`src/rtl/cache_plru_controller_pkg.sv`:
```
`default_nettype none
// ============================================================================
// Package     : cache_def
// Description : Shared sizing constants and FSM encoding for the tree
//               pseudo-LRU replacement engine.
// Revision    : 1.0 - initial release
// ============================================================================
package cache_def;

  localparam int ASSOCIATIVITY = 4;
  localparam int NUM_OF_SETS   = 256;
  localparam int INDEX_SIZE    = $clog2(NUM_OF_SETS);
  localparam int WAY_BITS      = $clog2(ASSOCIATIVITY);
  localparam int LRU_SIZE      = ASSOCIATIVITY - 1;

  typedef enum logic [0:0] {
    IDLE  = 1'b0,
    FLUSH = 1'b1
  } state_e;

endpackage : cache_def
`default_nettype wire

```
`src/rtl/cache_plru_controller_if.sv`:
```
`default_nettype none
// ============================================================================
// Interface   : cache_plru_controller_if
// Description : Access/lookup/flush bus between the cache controller
//               (master) and the PLRU replacement engine (slave).
// Revision    : 1.0 - initial release
// ============================================================================
interface cache_plru_controller_if #(
  parameter int ASSOCIATIVITY = cache_def::ASSOCIATIVITY,
  parameter int NUM_OF_SETS   = cache_def::NUM_OF_SETS
);
  localparam int INDEX_SIZE = $clog2(NUM_OF_SETS);
  localparam int WAY_BITS   = $clog2(ASSOCIATIVITY);

  logic                     access_valid;
  logic [INDEX_SIZE-1:0]    access_index;
  logic [WAY_BITS-1:0]      access_way;
  logic                     lookup_valid;
  logic [INDEX_SIZE-1:0]    lookup_index;
  logic [ASSOCIATIVITY-1:0] valid_mask;
  logic                     lookup_ready;
  logic [WAY_BITS-1:0]      victim_way;
  logic                     victim_valid;
  logic                     flush_req;
  logic                     busy;

  modport master (
    output access_valid, access_index, access_way,
    output lookup_valid, lookup_index, valid_mask, flush_req,
    input  lookup_ready, victim_way, victim_valid, busy
  );

  modport slave (
    input  access_valid, access_index, access_way,
    input  lookup_valid, lookup_index, valid_mask, flush_req,
    output lookup_ready, victim_way, victim_valid, busy
  );

endinterface : cache_plru_controller_if
`default_nettype wire

```
`src/rtl/cache_plru_controller_plru_tree_logic.sv`:
```
`default_nettype none
// ============================================================================
// Module      : plru_tree_logic
// Description : Combinational tree-PLRU kernel. Produces the tree after an
//               access to way_i, and the victim way for the incoming tree
//               (lowest invalid way wins over the tree walk).
// Revision    : 1.0 - initial release
// ============================================================================
module plru_tree_logic #(
  parameter  int ASSOCIATIVITY = 4,
  localparam int WAY_BITS      = $clog2(ASSOCIATIVITY),
  localparam int LRU_SIZE      = ASSOCIATIVITY - 1
) (
  input  logic [LRU_SIZE-1:0]      tree_i,
  input  logic [WAY_BITS-1:0]      way_i,
  input  logic [ASSOCIATIVITY-1:0] valid_mask_i,
  output logic [LRU_SIZE-1:0]      tree_o,
  output logic [WAY_BITS-1:0]      victim_o
);

  // Walk the path to way_i (MSB first) and point every node away from it.
  always_comb begin
    int   node;
    logic dir;
    tree_o = tree_i;
    node   = 0;
    dir    = 1'b0;
    for (int l = 0; l < WAY_BITS; l++) begin
      dir          = way_i[WAY_BITS-1-l];
      tree_o[node] = ~dir;
      node         = 2 * node + 1 + int'(dir);
    end
  end

  // Victim: lowest invalid way if any, otherwise follow the node bits.
  always_comb begin
    int   node;
    logic dir;
    victim_o = '0;
    node     = 0;
    dir      = 1'b0;
    for (int l = 0; l < WAY_BITS; l++) begin
      dir                    = tree_i[node];
      victim_o[WAY_BITS-1-l] = dir;
      node                   = 2 * node + 1 + int'(dir);
    end
    for (int i = ASSOCIATIVITY - 1; i >= 0; i--) begin
      if (!valid_mask_i[i]) victim_o = WAY_BITS'(i);
    end
  end

endmodule : plru_tree_logic
`default_nettype wire

```
`src/rtl/cache_plru_controller.sv`:
```
`default_nettype none
// ============================================================================
// Module      : cache_plru_controller
// Description : Per-set tree pseudo-LRU state with access update, victim
//               lookup (1-cycle latency, same-set forwarding) and a
//               multi-cycle flush sequencer that clears one set per cycle.
// Revision    : 1.0 - initial release
// ============================================================================
module cache_plru_controller
  import cache_def::*;
#(
  parameter int ASSOCIATIVITY = cache_def::ASSOCIATIVITY,
  parameter int NUM_OF_SETS   = cache_def::NUM_OF_SETS
) (
  input  logic                    clk,
  input  logic                    rst_n,
  cache_plru_controller_if.slave  bus
);

  localparam int INDEX_SIZE = $clog2(NUM_OF_SETS);
  localparam int WAY_BITS   = $clog2(ASSOCIATIVITY);
  localparam int LRU_SIZE   = ASSOCIATIVITY - 1;
  localparam logic [INDEX_SIZE-1:0] LAST_SET = INDEX_SIZE'(NUM_OF_SETS - 1);

  state_e                  state_q;
  logic [INDEX_SIZE-1:0]   cnt_q;
  logic                    busy_q;
  logic                    victim_valid_q;
  logic [WAY_BITS-1:0]     victim_way_q;
  logic [LRU_SIZE-1:0]     tree_q [NUM_OF_SETS];

  logic                    access_en;
  logic                    lookup_en;
  logic                    fwd;
  logic [LRU_SIZE-1:0]     upd_tree;
  logic [LRU_SIZE-1:0]     lkp_tree;
  logic [WAY_BITS-1:0]     victim;
  logic [WAY_BITS-1:0]     unused_upd_victim;
  logic [LRU_SIZE-1:0]     unused_lkp_tree;

  // Requests are only honoured while idle; a flush blocks both paths.
  assign access_en = bus.access_valid && (state_q == IDLE);
  assign lookup_en = bus.lookup_valid && (state_q == IDLE);
  // Same-set access and lookup in one cycle: the lookup sees the new tree.
  assign fwd       = access_en && (bus.access_index == bus.lookup_index);
  assign lkp_tree  = fwd ? upd_tree : tree_q[bus.lookup_index];

  plru_tree_logic #(.ASSOCIATIVITY(ASSOCIATIVITY)) u_update (
    .tree_i       (tree_q[bus.access_index]),
    .way_i        (bus.access_way),
    .valid_mask_i ({ASSOCIATIVITY{1'b1}}),
    .tree_o       (upd_tree),
    .victim_o     (unused_upd_victim)
  );

  plru_tree_logic #(.ASSOCIATIVITY(ASSOCIATIVITY)) u_victim (
    .tree_i       (lkp_tree),
    .way_i        ({WAY_BITS{1'b0}}),
    .valid_mask_i (bus.valid_mask),
    .tree_o       (unused_lkp_tree),
    .victim_o     (victim)
  );

  // Control FSM, tree storage and registered outputs.
  always_ff @(posedge clk or negedge rst_n) begin
    if (!rst_n) begin
      state_q        <= IDLE;
      cnt_q          <= '0;
      busy_q         <= 1'b0;
      victim_valid_q <= 1'b0;
      victim_way_q   <= '0;
      for (int s = 0; s < NUM_OF_SETS; s++) tree_q[s] <= '0;
    end else begin
      case (state_q)
        IDLE: begin
          if (access_en) tree_q[bus.access_index] <= upd_tree;
          victim_valid_q <= lookup_en;
          if (lookup_en) victim_way_q <= victim;
          if (bus.flush_req) begin
            state_q <= FLUSH;
            busy_q  <= 1'b1;
            cnt_q   <= '0;
          end
        end
        FLUSH: begin
          victim_valid_q <= 1'b0;
          tree_q[cnt_q]  <= '0;
          cnt_q          <= cnt_q + 1'b1;
          if (cnt_q == LAST_SET) begin
            state_q <= IDLE;
            busy_q  <= 1'b0;
          end
        end
        default: begin
          state_q <= IDLE;
          busy_q  <= 1'b0;
        end
      endcase
    end
  end

  assign bus.busy         = busy_q;
  assign bus.lookup_ready = ~busy_q;
  assign bus.victim_valid = victim_valid_q;
  assign bus.victim_way   = victim_way_q;

endmodule : cache_plru_controller
`default_nettype wire

```
`src/flat_wrapper.sv`:
```
// flat-port wrapper written by rule: the top's interface ports become plain ports
module cache_plru_controller_flat import cache_def::*;
#(
  parameter int ASSOCIATIVITY = cache_def::ASSOCIATIVITY,
  parameter int NUM_OF_SETS   = cache_def::NUM_OF_SETS
)
  (clk, rst_n, bus_access_valid, bus_access_index, bus_access_way, bus_lookup_valid, bus_lookup_index, bus_valid_mask, bus_flush_req, bus_lookup_ready, bus_victim_way, bus_victim_valid, bus_busy);
  cache_plru_controller_if #(.ASSOCIATIVITY(ASSOCIATIVITY), .NUM_OF_SETS(NUM_OF_SETS)) bus_i ();
  input  logic clk;
  input  logic rst_n;
  input wire logic [$bits(bus_i.access_valid)-1:0] bus_access_valid;
  input wire logic [$bits(bus_i.access_index)-1:0] bus_access_index;
  input wire logic [$bits(bus_i.access_way)-1:0] bus_access_way;
  input wire logic [$bits(bus_i.lookup_valid)-1:0] bus_lookup_valid;
  input wire logic [$bits(bus_i.lookup_index)-1:0] bus_lookup_index;
  input wire logic [$bits(bus_i.valid_mask)-1:0] bus_valid_mask;
  input wire logic [$bits(bus_i.flush_req)-1:0] bus_flush_req;
  output wire logic [$bits(bus_i.lookup_ready)-1:0] bus_lookup_ready;
  output wire logic [$bits(bus_i.victim_way)-1:0] bus_victim_way;
  output wire logic [$bits(bus_i.victim_valid)-1:0] bus_victim_valid;
  output wire logic [$bits(bus_i.busy)-1:0] bus_busy;
  assign bus_i.access_valid = bus_access_valid;
  assign bus_i.access_index = bus_access_index;
  assign bus_i.access_way = bus_access_way;
  assign bus_i.lookup_valid = bus_lookup_valid;
  assign bus_i.lookup_index = bus_lookup_index;
  assign bus_i.valid_mask = bus_valid_mask;
  assign bus_i.flush_req = bus_flush_req;
  assign bus_lookup_ready = bus_i.lookup_ready;
  assign bus_victim_way = bus_i.victim_way;
  assign bus_victim_valid = bus_i.victim_valid;
  assign bus_busy = bus_i.busy;
  cache_plru_controller #(.ASSOCIATIVITY(ASSOCIATIVITY), .NUM_OF_SETS(NUM_OF_SETS)) u_core (.clk(clk), .rst_n(rst_n), .bus(bus_i));
endmodule
```
`config.mk`:
```
export PLATFORM = sky130hd
export DESIGN_NAME = cache_plru_controller_flat
export DESIGN_NICKNAME = d
export VERILOG_FILES = /design/src/rtl/cache_plru_controller_pkg.sv /design/src/rtl/cache_plru_controller_if.sv /design/src/rtl/cache_plru_controller_plru_tree_logic.sv /design/src/rtl/cache_plru_controller.sv /design/src/flat_wrapper.sv
export SDC_FILE = /design/constraint.sdc
export NUM_CORES = 2
export LEC_CHECK = 0
export CORE_MARGIN = 2
export CORE_UTILIZATION = 25
export DETAILED_ROUTE_END_ITERATION = 7
export PLACE_DENSITY = 0.46
export SLEW_MARGIN = 20
export SYNTH_ARGS = -nofsm -noshare
export SYNTH_HDL_FRONTEND = slang
export SYNTH_SLANG_ARGS = --single-unit
```
`constraint.sdc`:
```
create_clock -name clk -period 3.3 [get_ports clk]
set_input_delay 0.33 -clock clk [delete_from_list [all_inputs] [get_ports clk]]
set_output_delay 0.33 -clock clk [all_outputs]
set_load 0.01 [all_outputs]
```
Word level (Yosys, flattened, before mapping)
Index checks and enable logic that the tools add are counted.
{ "op_classes": {"bitwise": 9, "muxes": 33, "n_eq_ne": 5, "n_addsub": 3, "n_reduce_logical": 8, "order_cmp": 8} }
{ "op_table": {"columns": ["op", "n"], "rows": [
  ["one-hot mux 768 bit (2 select lines)", 1],
  ["bitwise AND 768 bit", 1],
  ["bitwise mux 768 bit", 1],
  ["2-to-1 mux 768 bit", 1],
  ["inverter 768 bit", 1],
  ["binary-select mux 3 bit (select 8 bit)", 2],
  ["demux 3 bit (select 8 bit)", 2],
  [">= comparator 9 bit, second input constant", 3],
  ["inverter 8 -> 9 bit", 3],
  ["2-to-1 mux 3 bit", 7],
  ["less-than comparator 9 x 1 -> 1 bit, second input constant", 2],
  ["one-hot mux 8 bit (2 select lines)", 1],
  ["adder 8 x 1 -> 8 bit, second input constant", 1],
  ["== test 8 bit", 1],
  ["== test 8 bit, second input constant", 1],
  ["2-to-1 mux 2 bit", 4],
  ["2-to-1 mux 8 bit", 1],
  ["2-to-1 mux 1 bit", 7],
  ["logical AND 1 bit", 6],
  ["less-than comparator 2 x 3 -> 1 bit, second input constant", 2],
  ["one-hot mux 1 bit (2 select lines)", 3],
  ["adder 1 x 1 -> 2 bit, first input constant", 2],
  ["inequality test 2 bit, second input constant", 2],
  ["inverter 1 bit", 4],
  ["6 further kinds", 7]
]} }
{ "totals": {"reg_bits": 781, "in_bits": 27, "elab_cells": 327} }

Longest topological paths before layout
{ "logic_depth": {"word_depth": 15, "depth_mapped": 18, "depth_no_buf": 8} }

Modules after synthesis
Synthesis repeated with hierarchy kept, for this count alone.
{ "unflattened": {"hier_cells": 4402, "hier_area_um2": 45852.7} }
{ "by_module_without_submodules": {"columns": ["module", "cells_per_inst", "n_inst", "area_each_um2"], "rows": [
  ["cache_plru_controller", 4378, 1, 45717.6],
  ["plru_tree_logic", 12, 2, 67.6]
]} }

Worst setup path before layout
Ideal clock, no wire load.
{ "synth_timing": {"path_kind": "input -> register", "start": "in bus_access_index[1]", "end": "reg u_core.tree_q[176] (netlist name)", "setup_ns": 0.121, "path_buffers": 8, "arrival_ns": 2.997, "required_time_ns": 3.179, "slack_ns": 0.182, "path_stages": 16, "cell_sequence": "buf_2 buf_4 buf_4 buf_2 buf_2 mux4_2 a22oi_1 nand3_1 a311oi_2 nand4_1 nor3_2 a21o_2 buf_6 buf_12 buf_12 o21ai_2"} }
{ "synth_between": {"elab_chain_len": 8} }
{ "synth_lines": {"columns": ["element", "line", "rtl"], "rows": [
  ["start: declaration", "flat_wrapper.sv:12", "input wire logic [$bits(bus_i.access_index)-1:0] bus_access_index;"],
  ["inverter 8 -> 9 bit (implied by the code) *", "cache_plru_controller.sv:49, cache_plru_controller.sv:76", null],
  ["binary-select mux 3 bit (select 8 bit) (tied with other cells)", "cache_plru_controller.sv:49", ".tree_i (tree_q[bus.access_index]),"],
  ["2-to-1 mux 3 bit (implied by the code) or logical AND 1 bit (tied branches)", "cache_plru_controller.sv:49, cache_plru_controller.sv:76", null],
  ["2-to-1 mux 3 bit, on equally long branches", "cache_plru_controller.sv:49, cache_plru_controller.sv:76", null],
  ["bitwise mux 3 bit or demux 3 bit (select 8 bit) (tied branches)", "cache_plru_controller_plru_tree_logic.sv:30, cache_plru_controller.sv:76", null],
  ["bitwise mux 768 bit *", "cache_plru_controller.sv:76", "if (access_en) tree_q[bus.access_index] <= upd_tree;"],
  ["2-to-1 mux 768 bit *", "cache_plru_controller.sv:76", null],
  ["one-hot mux 768 bit (2 select lines) *", "cache_plru_controller.sv:74", "case (state_q)"],
  ["end signal: indexed assignment", "cache_plru_controller.sv:76", null],
  ["end: declaration", "cache_plru_controller.sv:30", "logic [LRU_SIZE-1:0] tree_q [NUM_OF_SETS];"]
]} }
Every way passes the cells marked *; elsewhere a longest branch is shown, timed or not. The select of a mux whose other input is x is not followed.
A chain may end at the register's enable or synchronous reset.

Final worst setup path
{ "layout_timing": {"start": "reg u_core.tree_q[545] (netlist name)", "end": "reg u_core.tree_q[467] (netlist name)"} }
{ "layout_between": {"elab_chain_len": 7} }
{ "layout_lines": {"columns": ["element", "line", "rtl"], "rows": [
  ["binary-select mux 3 bit (select 8 bit)", "cache_plru_controller.sv:49", null],
  ["2-to-1 mux 3 bit (implied by the code) (2 in series)", "cache_plru_controller.sv:49", null],
  ["bitwise mux 3 bit", "cache_plru_controller_plru_tree_logic.sv:30", "tree_o[node] = ~dir;"],
  ["bitwise mux 768 bit", "cache_plru_controller.sv:76", null],
  ["2-to-1 mux 768 bit", "cache_plru_controller.sv:76", null],
  ["one-hot mux 768 bit (2 select lines)", "cache_plru_controller.sv:74", null]
]} }
No other way between the ends. The select of a mux whose other input is x is not followed.

==> results.json <==
{
  "drtIter0Drc": 3949,
  "clkSinkCount": 781,
  "initial_utilization": 0.2521,
  "gp_congestion": 0.9329,
  "outcome": "finished, violations left",
  "synth-edff-count": 0,
  "netlist_area_mm2": 0.04220,
  "fp.dieW_um": 414.9,
  "clk_pin_slew_worst_paths_ns": 0.06,
  "synth-async-reset-ratio": 1.000,
  "final_max_slew_viol_count": 0,
  "cp.arrival_ns": 3.87,
  "worstHoldPathType": "in2async",
  "fin_util": 0.3088,
  "worst_pin_slew_ns": 0.8160,
  "coreArea_mm2": 0.1674,
  "cts_tree": "yes",
  "final_hold_viol_count": 0,
  "grt_setup_unrepaired": "false",
  "vias": 36870,
  "finalWirelength_um": 191100,
  "tns_ns": -0.005221,
  "clock_path_buffers": 3,
  "synth_cell_type_count": 73,
  "die_y_um": 414.9,
  "grt_start_max_net_pins": 123,
  "max_freq_mhz": 302.6,
  "synth_warnings": 0,
  "numCtsBuffers": 94,
  "die_area_mm2": 0.1721,
  "setup_viol_count_final": 1,
  "grt.overflow.total": 0,
  "maxCapViolCount": 0,
  "pre_cts_slack_ns": -0.6748,
  "fin_ws_ns": -0.005221,
  "synth-seq-cells": 781,
  "cp-end-kind": "register",
  "fin_crit_sh": 1.002,
  "fill_cells": 17050,
  "gr-usage-all-layers": 0.2172,
  "syn-instance-count": 3949,
  "synthTopCellsByCount": "781 x dfrtp_1, 590 x nand2_1, 523 x nand3_1",
  "yosysTopAreaCell": "dfrtp_1",
  "nets": 4251,
  "min_period_ns": 3.305,
  "slew-limit-headroom": 0.4535,
  "dpl_cell_area_mm2": 0.04848,
  "wl_per_cell_um": 29.43,
  "multi_input_area_mm2": 0.02134,
  "drc": 0,
  "io_pins": 32,
  "ys_dominant_reg_cell": "dfrtp_1",
  "fin_worst_skew_ns": 0.03699,
  "vdd_drop_max_uv": 422.3,
  "ant_nets": 0,
  "violations": "setup timing",
  "grt_pass1_vias": 35570,
  "ys_seq_area_frac": 0.4631,
  "cp.required_ns": 3.87,
  "grt_pass1_wl_um": 272500,
  "final_layout_size_suffix_gt1_frac": 0.2362,
  "cp-start-kind": "register",
  "whs_ns": 0.1714,
  "crit_type": "reg2reg",
  "powerDensity_mw_per_mm2": 472.4,
  "syn_nets": 3980,
  "yosysMostFrequentCell": "dfrtp_1",
  "rows": 150,
  "root_buffer": "clkbuf_16",
  "stdcell_area_mm2": 0.05170,
  "syn_avg_cell_area_um2": 10.69,
  "clock_latency_ns": 0.74,
  "synth_top_area_frac": 0.4631,
  "dpl.hpwl_um": 134300,
  "firstDrtPassIters": 7,
  "h-tree-depth": 3,
  "viasPerCell": 5.677,
  "cp_max_fo": 69,
  "p_leak_nw": 20.91,
  "synth_area_leaders": "dfrtp_1 46%, mux4_2 12%, nand3_1 6.2%",
  "seq_area_mm2": 0.01954,
  "area_growth_syn_to_layout_pct": 22.51,
  "portBuffers": 31,
  "grt_antenna_before_repair": 10
}
==> worst paths after layout <==
check                               startpoint                  to  slack, ns  cells past startpoint
max                         u_core.tree_q[545]  u_core.tree_q[467]     -0.005                      9
min                                      rst_n  u_core.tree_q[569]       0.17                      2
max reg2reg                 u_core.tree_q[545]  u_core.tree_q[467]     -0.005                      9
min reg2reg                 u_core.tree_q[537]  u_core.tree_q[537]       0.48                      2
max in group asynchronous                rst_n  u_core.tree_q[192]       2.01                      3
min in group clk           bus_access_index[2]  u_core.tree_q[528]       0.25                      4
==> cells in the final DEF, fill, tap and decap left out, drive strengths merged, types with 17 or more instances in the layout <==
cell type / count
nand3: 523
o21ai: 521
o31ai: 17
dfrtp: 781
a22o: 23
nor2: 103
nor3: 46
mux4: 229
nand2: 590
a32o: 223
o22ai: 33
nor2b: 24
a22oi: 78
buf: 461
nand4: 17
nand2b: 25
clkdlybuf4s50: 23
a21oi: 23
clkbuf: 147
a221oi: 26
mux2i: 194
==> registers in the layout (all words and copies together) (netlist names) <==
| signal | cells |
|---|---|
| u_core.bus.busy | 1 |
| u_core.bus.victim_valid | 1 |
| u_core.bus.victim_way | 2 |
| u_core.cnt_q | 8 |
| u_core.state_q | 1 |
| u_core.tree_q | 768 |
==> cells by family after synthesis <==
group                      Yosys count  share of synthesized area
muxes                              439                     0.1736
buffers and inverters              319                    0.03949
xor gates and xnor gates            10                   0.002075
AOI/OAI and AO/OA                 1017                     0.1728
and+or+nand+nor                   1379                     0.1477
DFF                                781                     0.4631
adders and majority gates            4                   0.001186
==> worst max-delay path, stage by stage (launching register included) <==
cell	delay [ns]
dfrtp_1	0.44
mux4_2	0.58
a22oi_1	0.18
a31oi_1	0.32
a311oi_2	0.40
nand4_1	0.15
nor3_2	0.26
a21o_4	0.22
buf_16	0.33
o21ai_0	0.19
==> metrics by stage <==
stage	power [mW]	instances
after floorplan	11.54	3949
after global placement	13.91	6320
after detailed placement	13.91	6320
after CTS	24.50	6485
after global routing	25.09	6493
final	24.43	6494
==> repair_timing <==
action | in CTS | in global routing
gates resized for setup | 3 | 10
hold buffers | 1 | 0
setup endpoints to repair | 242 | 298
pin swaps | 0 | 3
hold endpoints to repair | 70 | 0
gates cloned | 0 | 1
buffers inserted | 0 | 7
==> power by group <==
part,leakage [nW],switching [mW],internal (mW)
Clock,1.51,4.43,6.14
Sequential,10.9,0.162,9.67
Combinational,8.52,2.91,1.11
==> area by class of cell <==
type,instances,share of cell area
Antenna cell,2,0.00009680
Clock buffer,145,0.05525
Clock inverter,19,0.003896
Inverter,7,0.0005082
Multi-Input combinational cell,2849,0.4127
Sequential cell,781,0.3780
Tap cell,2204,0.05334
Timing Repair Buffer,487,0.09624
==> per-layer routing <==
metal,global-route usage,vias to the layer above,share of wire
met5,0,-,0.00028
met3,0.05441,395,0.090
li1,-,15750,-
met4,0.1056,8,0.053
met2,0.3256,1726,0.44
met1,0.2914,18990,0.42
Power figures use the tool's default switching activity.
